### config.mk
export PLATFORM = sky130hd
export DESIGN_NAME = uart_program_loader
export DESIGN_NICKNAME = d
export VERILOG_FILES = /design/src/rtl/uart_program_loader.sv
export SDC_FILE = /design/constraint.sdc
export NUM_CORES = 1
export LEC_CHECK = 0
export BUFFER_PORTS_ARGS = -buffer_cell sky130_fd_sc_hd__buf_2
export CORE_MARGIN = 2
export CORE_UTILIZATION = 41
export CTS_BUF_LIST = sky130_fd_sc_hd__clkbuf_8 sky130_fd_sc_hd__clkbuf_16
export CTS_CLUSTER_DIAMETER = 80
export CTS_CLUSTER_SIZE = 40
export DETAILED_ROUTE_END_ITERATION = 10
export GPL_TIMING_DRIVEN = 0
export RECOVER_POWER = 100
export SLEW_MARGIN = 20
export SYNTH_ARGS = -nofsm -noshare
export SYNTH_HDL_FRONTEND = slang
export SYNTH_SLANG_ARGS = --single-unit
export TNS_END_PERCENT = 30
### constraint.sdc
create_clock -name clk -period 4.8 [get_ports clk]
set_input_delay 0.48 -clock clk [delete_from_list [all_inputs] [get_ports clk]]
set_output_delay 0.48 -clock clk [all_outputs]
set_load 0.02 [all_outputs]
### src/rtl/uart_program_loader.sv
// ============================================================================
// Module   : uart_program_loader
// Purpose  : 8N1 serial boot loader. It writes a word-count-prefixed program
//            image into instruction memory and holds the core in reset until
//            the whole image has been written.
// Revision : 1.0
// ============================================================================
`default_nettype none

module uart_program_loader #(
  parameter int unsigned CLK_FREQ   = 50000000,
  parameter int unsigned BAUD       = 115200,
  parameter int unsigned ADDR_WIDTH = 6,
  parameter int unsigned DATA_WIDTH = 32
) (
  input  logic                  clk,
  input  logic                  rst_n,
  input  logic                  rx,
  output logic                  mem_we,
  output logic [ADDR_WIDTH-1:0] mem_addr,
  output logic [DATA_WIDTH-1:0] mem_wd,
  output logic                  core_rst_n,
  output logic                  busy,
  output logic                  done,
  output logic                  error
);

  localparam int unsigned            c_clks_per_bit = CLK_FREQ / BAUD;
  localparam int unsigned            c_tmr_w        = $clog2(c_clks_per_bit + 1);
  localparam logic [c_tmr_w-1:0]     c_bit_last     = c_tmr_w'(c_clks_per_bit - 1);
  localparam logic [c_tmr_w-1:0]     c_half_last    = c_tmr_w'(c_clks_per_bit / 2 - 1);
  localparam logic [16:0]            c_max_words    = 17'(1 << ADDR_WIDTH);

  typedef enum logic [1:0] {
    RX_IDLE  = 2'd0,
    RX_START = 2'd1,
    RX_DATA  = 2'd2,
    RX_STOP  = 2'd3
  } rx_state_t;

  typedef enum logic [2:0] {
    L_SYNC   = 3'd0,
    L_CNT_LO = 3'd1,
    L_CNT_HI = 3'd2,
    L_DATA   = 3'd3,
    L_DONE   = 3'd4,
    L_ERR    = 3'd5
  } ld_state_t;

  logic                  r_rx_meta;
  logic                  r_rxs;
  rx_state_t             r_rx_state;
  logic [c_tmr_w-1:0]    r_tmr;
  logic [2:0]            r_bit_idx;
  logic [7:0]            r_shift;
  logic                  r_byte_valid;
  logic                  r_frame_err;

  ld_state_t             r_ld_state;
  logic [7:0]            r_cnt_lo;
  logic [15:0]           r_count;
  logic [ADDR_WIDTH-1:0] r_word_idx;
  logic [1:0]            r_byte_idx;
  logic [DATA_WIDTH-1:0] r_word;
  logic                  r_mem_we;
  logic [ADDR_WIDTH-1:0] r_mem_addr;
  logic [DATA_WIDTH-1:0] r_mem_wd;
  logic                  r_core_rst_n;
  logic                  r_busy;
  logic                  r_done;
  logic                  r_error;

  logic [15:0]           w_count;
  logic                  w_last_word;

  // The byte register stays stable from byte_valid until the next byte's data bits.
  assign w_count     = {r_shift, r_cnt_lo};
  assign w_last_word = ({{(16 - ADDR_WIDTH){1'b0}}, r_word_idx} == (r_count - 16'd1));

  always_ff @(posedge clk) begin
    if (!rst_n) begin
      r_rx_meta <= 1'b1;
      r_rxs     <= 1'b1;
    end else begin
      r_rx_meta <= rx;
      r_rxs     <= r_rx_meta;
    end
  end

  always_ff @(posedge clk) begin
    if (!rst_n) begin
      r_rx_state   <= RX_IDLE;
      r_tmr        <= '0;
      r_bit_idx    <= '0;
      r_shift      <= '0;
      r_byte_valid <= 1'b0;
      r_frame_err  <= 1'b0;
    end else begin
      r_byte_valid <= 1'b0;
      r_frame_err  <= 1'b0;
      case (r_rx_state)
        RX_IDLE: begin
          if (!r_rxs) begin
            r_rx_state <= RX_START;
            r_tmr      <= '0;
          end
        end
        RX_START: begin
          if (r_tmr == c_half_last) begin
            r_tmr      <= '0;
            r_bit_idx  <= '0;
            r_rx_state <= r_rxs ? RX_IDLE : RX_DATA;
          end else begin
            r_tmr <= r_tmr + 1'b1;
          end
        end
        RX_DATA: begin
          if (r_tmr == c_bit_last) begin
            r_tmr     <= '0;
            r_shift   <= {r_rxs, r_shift[7:1]};
            r_bit_idx <= r_bit_idx + 1'b1;
            if (r_bit_idx == 3'd7) r_rx_state <= RX_STOP;
          end else begin
            r_tmr <= r_tmr + 1'b1;
          end
        end
        RX_STOP: begin
          if (r_tmr == c_bit_last) begin
            r_tmr        <= '0;
            r_byte_valid <= r_rxs;
            r_frame_err  <= ~r_rxs;
            r_rx_state   <= RX_IDLE;
          end else begin
            r_tmr <= r_tmr + 1'b1;
          end
        end
        default: r_rx_state <= RX_IDLE;
      endcase
    end
  end

  always_ff @(posedge clk) begin
    if (!rst_n) begin
      r_ld_state   <= L_SYNC;
      r_cnt_lo     <= '0;
      r_count      <= '0;
      r_word_idx   <= '0;
      r_byte_idx   <= '0;
      r_word       <= '0;
      r_mem_we     <= 1'b0;
      r_mem_addr   <= '0;
      r_mem_wd     <= '0;
      r_core_rst_n <= 1'b0;
      r_busy       <= 1'b0;
      r_done       <= 1'b0;
      r_error      <= 1'b0;
    end else begin
      r_mem_we <= 1'b0;
      case (r_ld_state)
        L_SYNC: begin
          if (r_byte_valid && (r_shift == 8'hA5)) begin
            r_busy     <= 1'b1;
            r_ld_state <= L_CNT_LO;
          end
        end
        L_CNT_LO: begin
          if (r_frame_err) begin
            r_error    <= 1'b1;
            r_busy     <= 1'b0;
            r_ld_state <= L_ERR;
          end else if (r_byte_valid) begin
            r_cnt_lo   <= r_shift;
            r_ld_state <= L_CNT_HI;
          end
        end
        L_CNT_HI: begin
          if (r_frame_err) begin
            r_error    <= 1'b1;
            r_busy     <= 1'b0;
            r_ld_state <= L_ERR;
          end else if (r_byte_valid) begin
            r_count    <= w_count;
            r_word_idx <= '0;
            r_byte_idx <= '0;
            if (w_count == 16'd0) begin
              r_done       <= 1'b1;
              r_busy       <= 1'b0;
              r_core_rst_n <= 1'b1;
              r_ld_state   <= L_DONE;
            end else if ({1'b0, w_count} > c_max_words) begin
              r_error    <= 1'b1;
              r_busy     <= 1'b0;
              r_ld_state <= L_ERR;
            end else begin
              r_ld_state <= L_DATA;
            end
          end
        end
        L_DATA: begin
          if (r_frame_err) begin
            r_error    <= 1'b1;
            r_busy     <= 1'b0;
            r_ld_state <= L_ERR;
          end else if (r_mem_we) begin
            // Strobe cycle: decide completion so done rises right after the last write.
            if (w_last_word) begin
              r_done       <= 1'b1;
              r_busy       <= 1'b0;
              r_core_rst_n <= 1'b1;
              r_ld_state   <= L_DONE;
            end else begin
              r_word_idx <= r_word_idx + 1'b1;
            end
          end else if (r_byte_valid) begin
            r_word[{r_byte_idx, 3'b000} +: 8] <= r_shift;
            r_byte_idx                        <= r_byte_idx + 1'b1;
            if (r_byte_idx == 2'd3) begin
              r_mem_we   <= 1'b1;
              r_mem_addr <= r_word_idx;
              r_mem_wd   <= {r_shift, r_word[DATA_WIDTH-9:0]};
            end
          end
        end
        L_DONE:  r_ld_state <= L_DONE;
        L_ERR:   r_ld_state <= L_ERR;
        default: r_ld_state <= L_ERR;
      endcase
    end
  end

  assign mem_we     = r_mem_we;
  assign mem_addr   = r_mem_addr;
  assign mem_wd     = r_mem_wd;
  assign core_rst_n = r_core_rst_n;
  assign busy       = r_busy;
  assign done       = r_done;
  assign error      = r_error;

endmodule

`default_nettype wire

==> impl_metrics.toml, run 1 <==
[run_status]
outcome = "finished clean"

[clocking]
cts_resized = 0
insertion_delay_ns = 0.42
clkSlewWorstSetupHoldPaths_ns = 0.06
cts_made_buffers = 17
max-clock-path-buffers = 2
htree_levels = 4
cts_root_buffer = "clkbuf_16"
post_cts_buffers = 0
cts_num_sinks = 127
cts_hold_buffers = 0
tritoncts = "done"

[routing]
drc = 0
postRouteAntennaNets = 0
wl_mm = 14.25
wire_per_inst_um = 15.07
routed_via_density = 5.350
first_pass_iters = 4
first_iter_violations = 290
num_vias = 5061

[final_layout]
nFillCells = 1348
diodes = 0
multiInputGateArea_sq_mm = 0.002751
post-route-util_pct = 49.45
drive_above_1_share_pct = 5.584
stdcell_count = 946
area_growth_pct = 17.67
fin_nets = 772
fin_area_sq_mm = 0.006549
seqCellArea_sq_mm = 0.002542

[critical_path]
cp-startpoint = "r_ld_state[1]$_SDFFE_PN0P_"
required_ns = 5.14
reg2reg_to = "mem_wd[8]$_SDFFE_PN0P_"
cp_slowest_cell = "nor3_1"
cp-start-kind = "flip-flop"
max_stage_delay_ns = 0.78
r2r_cells = 9
worstPathCellList = "inv_1 > nor3_1 > nand2_1 > nor3_1 > and2_0 > buf_2 > clkbuf_1 > nand2_1 > a21oi_1"
timing.critical_path.to = "mem_wd[8]$_SDFFE_PN0P_"
crit_path_end_kind = "flip-flop"
worstPathMaxFanout = 10
crit_type = "reg2reg"
timing.rr.start = "r_ld_state[1]$_SDFFE_PN0P_"
ff2ff_setup_slack_ns = 1.33
arrival_ns = 3.82

[placement]
numPortBuffers = 45
dp_hpwl_mm = 10.11
post_dp_cell_area_sq_mm = 0.006011
dpl.cell_count = 914
pre_cts_ws_ns = 2.013
place_congestion = 0.8647

[die]
die_area_sq_mm = 0.01452
initial_core_util_pct = 42.03
num_rows = 42
io_pins = 46
fp.dieH_um = 120.5
core_sq_mm = 0.01324
die_w_um = 120.5

[worst_hold_path]
hold_depth = 2
hp-class = "in2reg"

[global_route]
grt_usage_pct = 20.25
grt_max_degree = 17
grt_pass1_vias = 4754
grt_pass1_wl_mm = 23.19
grt.overflow.total = 0
grt_antenna_before_repair = 0

[job]
max_cap_viol_count = 0

[logic_synthesis]
ys_top_cells_by_area = "dfxtp_1 (46%), nand2_1 (11%), a21oi_1 (8.7%)"
async_reset_ff_share_pct = 0
yosys.cell_count.top_type = "nand2_1"
syn-instance-count = 693
syn-cell-area_sq_mm = 0.005565
ys_seq_elements = 127
synth_edf_count = 0
synth_top_area_cell = "dfxtp_1"
ys.flop_type = "dfxtp_1"
yosysWarnings = 0
yosysUniqueCellTypes = 61
avgSynthCellArea_sq_um = 8.031
yosysTopAreaCellShare_pct = 45.68
synth_common_cells = "nand2_1 (156), dfxtp_1 (127), a21oi_1 (97)"
yosysSeqAreaShare_pct = 45.68
syn_nets = 708

[pwr]
powerDensity_mw_per_mm2 = 390.2
leakage_nw = 2.270
vdd_drop_max_mv = 0.2686

[timing]
setup_ws_ns = 1.325
finalCriticalPeriod_ns = 3.475
slew_headroom_pct = 35.45
finClkSkew_ns = 0.009383
fin_crit_sh_pct = 72.40
finalSetupViolCount = 0
setup_tns_ns = 0
hold_viol = 0
grt_setup_unrepaired = "no"
slew_violations = 0
worst_pin_slew_ns = 0.9662
fmax_ghz = 0.2878
-- worst max-delay path: cells and delay by family, from the launching register on --
family | cells | cell delay (ns)
flops | 1 | 0.45
simple gates | 5 | 2.06
compound gates | 1 | 0.14
buf+inv | 3 | 0.74
-- routing by layer --
layer  vias up  track usage, %  part of all wire (%)
met4         0           9.593                   2.1
met2       123           32.31                    47
met5         -               0                     0
li1       2534               -                     -
met1      2386           26.57                    47
met3        18           3.632                   4.2
-- cell usage in the layout, fill, tap and decap left out, drive strengths merged, types with 4 or more instances in the layout --
cell	count
and3	4
ha	12
dfxtp	127
o21ai	11
nand2b	5
o2111ai	4
nand3	44
clkbuf	106
or3	7
a311oi	4
nor2	48
a22oi	5
clkinv	4
and2	5
inv	19
nand2	156
nor4	9
nand4	7
nor3	10
a21oi	97
buf	4
nor3b	4
mux2i	23
-- per-stage QoR --
step	hold WS, ns	total power, mW
CTS	0.2350	2.570
global route	0.2463	2.636
floorplan	0.3863	1.203
finish	0.2379	2.556
global placement	0.3984	1.238
detailed placement	0.4039	1.241
-- power by group --
part | total [mW] | switching [mW] | internal (mW)
logic | 0.144 | 0.0973 | 0.0463
registers | 1.08 | 0.0113 | 1.06
clock network | 1.34 | 0.470 | 0.866
total | 2.56 | 0.578 | 1.98
-- kinds of logic (layout without fill, tap and decap cells) --
| family | after synthesis | in the layout | synth area share [%] |
|---|---|---|---|
| DFF | 127 | 127 | 45.68 |
| AOI/OAI and AO/OA | 150 | 150 | 16.19 |
| and+or+nand+nor | 313 | 313 | 25.90 |
| xor gates and xnor gates | 6 | 6 | 0.9444 |
| adders and majority gates | 12 | 12 | 2.698 |
| muxes | 23 | 23 | 4.137 |
| buffers and inverters | 62 | 139 | 4.451 |
-- worst min path at each step --
stage,slack [ns],start,to
3_5_place_dp,0.40,r_rx_meta$_SDFF_PN1_,r_rxs$_SDFF_PN1_
3_3_place_gp,0.40,r_rx_meta$_SDFF_PN1_,r_rxs$_SDFF_PN1_
4_1_cts,0.23,rx,r_rx_meta$_SDFF_PN1_
6_report,0.24,rx,r_rx_meta$_SDFF_PN1_
5_1_grt,0.25,rx,r_rx_meta$_SDFF_PN1_
2_1_floorplan,0.39,r_rx_meta$_SDFF_PN1_,r_rxs$_SDFF_PN1_
-- layout make-up --
class | instances | area share [%]
tap | 176 | 3.363
buffer | 44 | 2.713
sequential | 127 | 38.82
multi-input combinational | 504 | 42.01
clock buffer | 21 | 7.337
timing repair buffer | 45 | 2.598
clock inverter | 11 | 2.121
inverter | 18 | 1.032
-- state kept, by name, indices dropped and copies added (netlist names), 2 cells and up, named ones only --
signal      count
mem_addr        6
mem_wd         32
r_bit_idx       3
r_byte_idx      2
r_cnt_lo        8
r_count        16
r_ld_state      3
r_shift         8
r_tmr           9
r_word         24
r_word_idx      6
Note: power is estimated with default switching activity, not from simulation.
==> run 2, diff against run 1 <==
==> constraint.sdc (replaced) <==
create_clock -name clk -period 3.47 [get_ports clk]
set_input_delay 0.347 -clock clk [delete_from_list [all_inputs] [get_ports clk]]
set_output_delay 0.347 -clock clk [all_outputs]
set_load 0.02 [all_outputs]
==> impl_metrics.toml, run 2 (synthesized netlist as in run 1, its figures left out) <==
[clocking]
post_cts_buffers = 0
cts_made_buffers = 17
tritoncts = "done"
htree_levels = 4
cts_hold_buffers = 0
insertion_delay_ns = 0.42
clkSlewWorstSetupHoldPaths_ns = 0.06
cts_root_buffer = "clkbuf_16"
max-clock-path-buffers = 2
cts_resized = 0
cts_num_sinks = 127

[final_layout]
final_common_cell = "nand2_1"
diodes = 0
largest_register_ffs = 32
fin_nets = 772
final_cell_mix = "nand2_1 (156), dfxtp_1 (127), a21oi_1 (97)"
post-route-util_pct = 49.53
fin_area_sq_mm = 0.006559
area_growth_pct = 17.85
drive_above_1_share_pct = 5.844
stdcell_count = 946

[timing]
slew_headroom_pct = 37.63
grt_setup_unrepaired = "no"
hold_viol = 0
slew_violations = 0
finalCriticalPeriod_ns = 2.888
finClkSkew_ns = 0.006356
fmax_ghz = 0.3463
finalSetupViolCount = 0
setup_ws_ns = 0.5820
fin_crit_sh_pct = 83.23
worst_pin_slew_ns = 0.9335
setup_tns_ns = 0

[pwr]
vdd_drop_max_mv = 0.3705
powerDensity_mw_per_mm2 = 538.5
leakage_nw = 2.272

[global_route]
grt.overflow.total = 0
grt_usage_pct = 20.25
grt_pass1_wl_mm = 23.19
grt_pass1_vias = 4754
grt_antenna_before_repair = 0
grt_max_degree = 17

[placement]
place_congestion = 0.8647
dp_hpwl_mm = 10.11
post_dp_cell_area_sq_mm = 0.006011
dpl.cell_count = 914
pre_cts_ws_ns = 0.6830
numPortBuffers = 45

[routing]
first_iter_violations = 325
postRouteAntennaNets = 0
wl_mm = 14.16
routed_via_density = 5.355
first_pass_iters = 5
wire_per_inst_um = 14.96
num_vias = 5066
drc = 0

[critical_path]
worstPathCellList = "clkbuf_1 > inv_1 > ha_1 > and3b_1 > o2111ai_1 > a21oi_1 > o21ai_0 > o21ai_0 > a21oi_1 > mux2i_1"
cp.depth = 10
crit_path_end_kind = "flip-flop"
crit_type = "reg2reg"
worstPathMaxFanout = 8
max_stage_delay_ns = 0.72
critPathBufInv = 2
required_ns = 3.77
arrival_ns = 3.19
r2r_cells = 10
cp_top_family = "compound AO/OA/AOI/OAI gates"
cp-start-kind = "flip-flop"
cp_slowest_cell = "o21ai_0"

[die]
num_rows = 42
fp.dieH_um = 120.5
core_sq_mm = 0.01324
io_pins = 46
die_w_um = 120.5
die_area_sq_mm = 0.01452
initial_core_util_pct = 42.03

[worst_hold_path]
hold_depth = 2
hp-class = "in2reg"

[run_status]
outcome = "finished clean"

[job]
max_cap_viol_count = 0
run 2: cell types whose count changed in the layout (fill, tap and decap cells not counted):
cell,change
nor3_1,-2
nor3_2,+2
and2_1,+1
and2_0,-1
run 2: area by class of cell:
| cell class | instances | area [sq um] |
|---|---|---|
| Timing Repair Buffer | 45 | 170.2 |
| Inverter | 18 | 67.56 |
| Clock inverter | 11 | 138.9 |
| Buffer | 44 | 177.7 |
| Fill cell | 1346 | 6684 |
| Multi-Input combinational cell | 504 | 2761 |
| Tap cell | 176 | 220.2 |
| Clock buffer | 21 | 480.5 |
| Sequential cell | 127 | 2542 |
run 2: final timing paths:
kind                      startpoint                          to  slack (ns)
min                               rx        r_rx_meta$_SDFF_PN1_        0.11
max reg2reg  r_count[0]$_SDFFE_PN0P_  r_word_idx[4]$_SDFFE_PN0P_        0.58
max          r_count[0]$_SDFFE_PN0P_  r_word_idx[4]$_SDFFE_PN0P_        0.58
min reg2reg     r_rx_meta$_SDFF_PN1_            r_rxs$_SDFF_PN1_        0.41
run 2: worst reg2reg max path, cell delays in order, from the launching register on:
cell	delay (ns)
dfxtp_1	0.29
clkbuf_1	0.19
inv_1	0.11
ha_1	0.28
and3b_1	0.20
o2111ai_1	0.12
a21oi_1	0.31
o21ai_0	0.18
o21ai_0	0.72
a21oi_1	0.21
mux2i_1	0.16
run 2: per-stage QoR:
| step | power [mW] | hold slack (ns) |
|---|---|---|
| 2_1_floorplan | 1.663 | 0.3863 |
| 4_1_cts | 3.555 | 0.1020 |
| 3_3_place_gp | 1.712 | 0.3984 |
| 6_report | 3.532 | 0.1061 |
| 5_1_grt | 3.647 | 0.1133 |
| 3_5_place_dp | 1.717 | 0.4039 |
run 2: per-layer routing:
metal	up-vias	share of wire (%)	global-route usage, %
li1	2534	-	-
met1	2377	46	26.57
met2	134	47	32.31
met3	21	4.5	3.632
met4	0	2.2	9.593
met5	-	0	0
run 2: power by group:
part	switching (mW)	total (mW)	leakage [nW]	internal (mW)
logic	0.134	0.199	0.945	0.0651
clock network	0.646	1.84	0.304	1.20
registers	0.0159	1.49	1.02	1.47
total	0.796	3.53	2.27	2.74
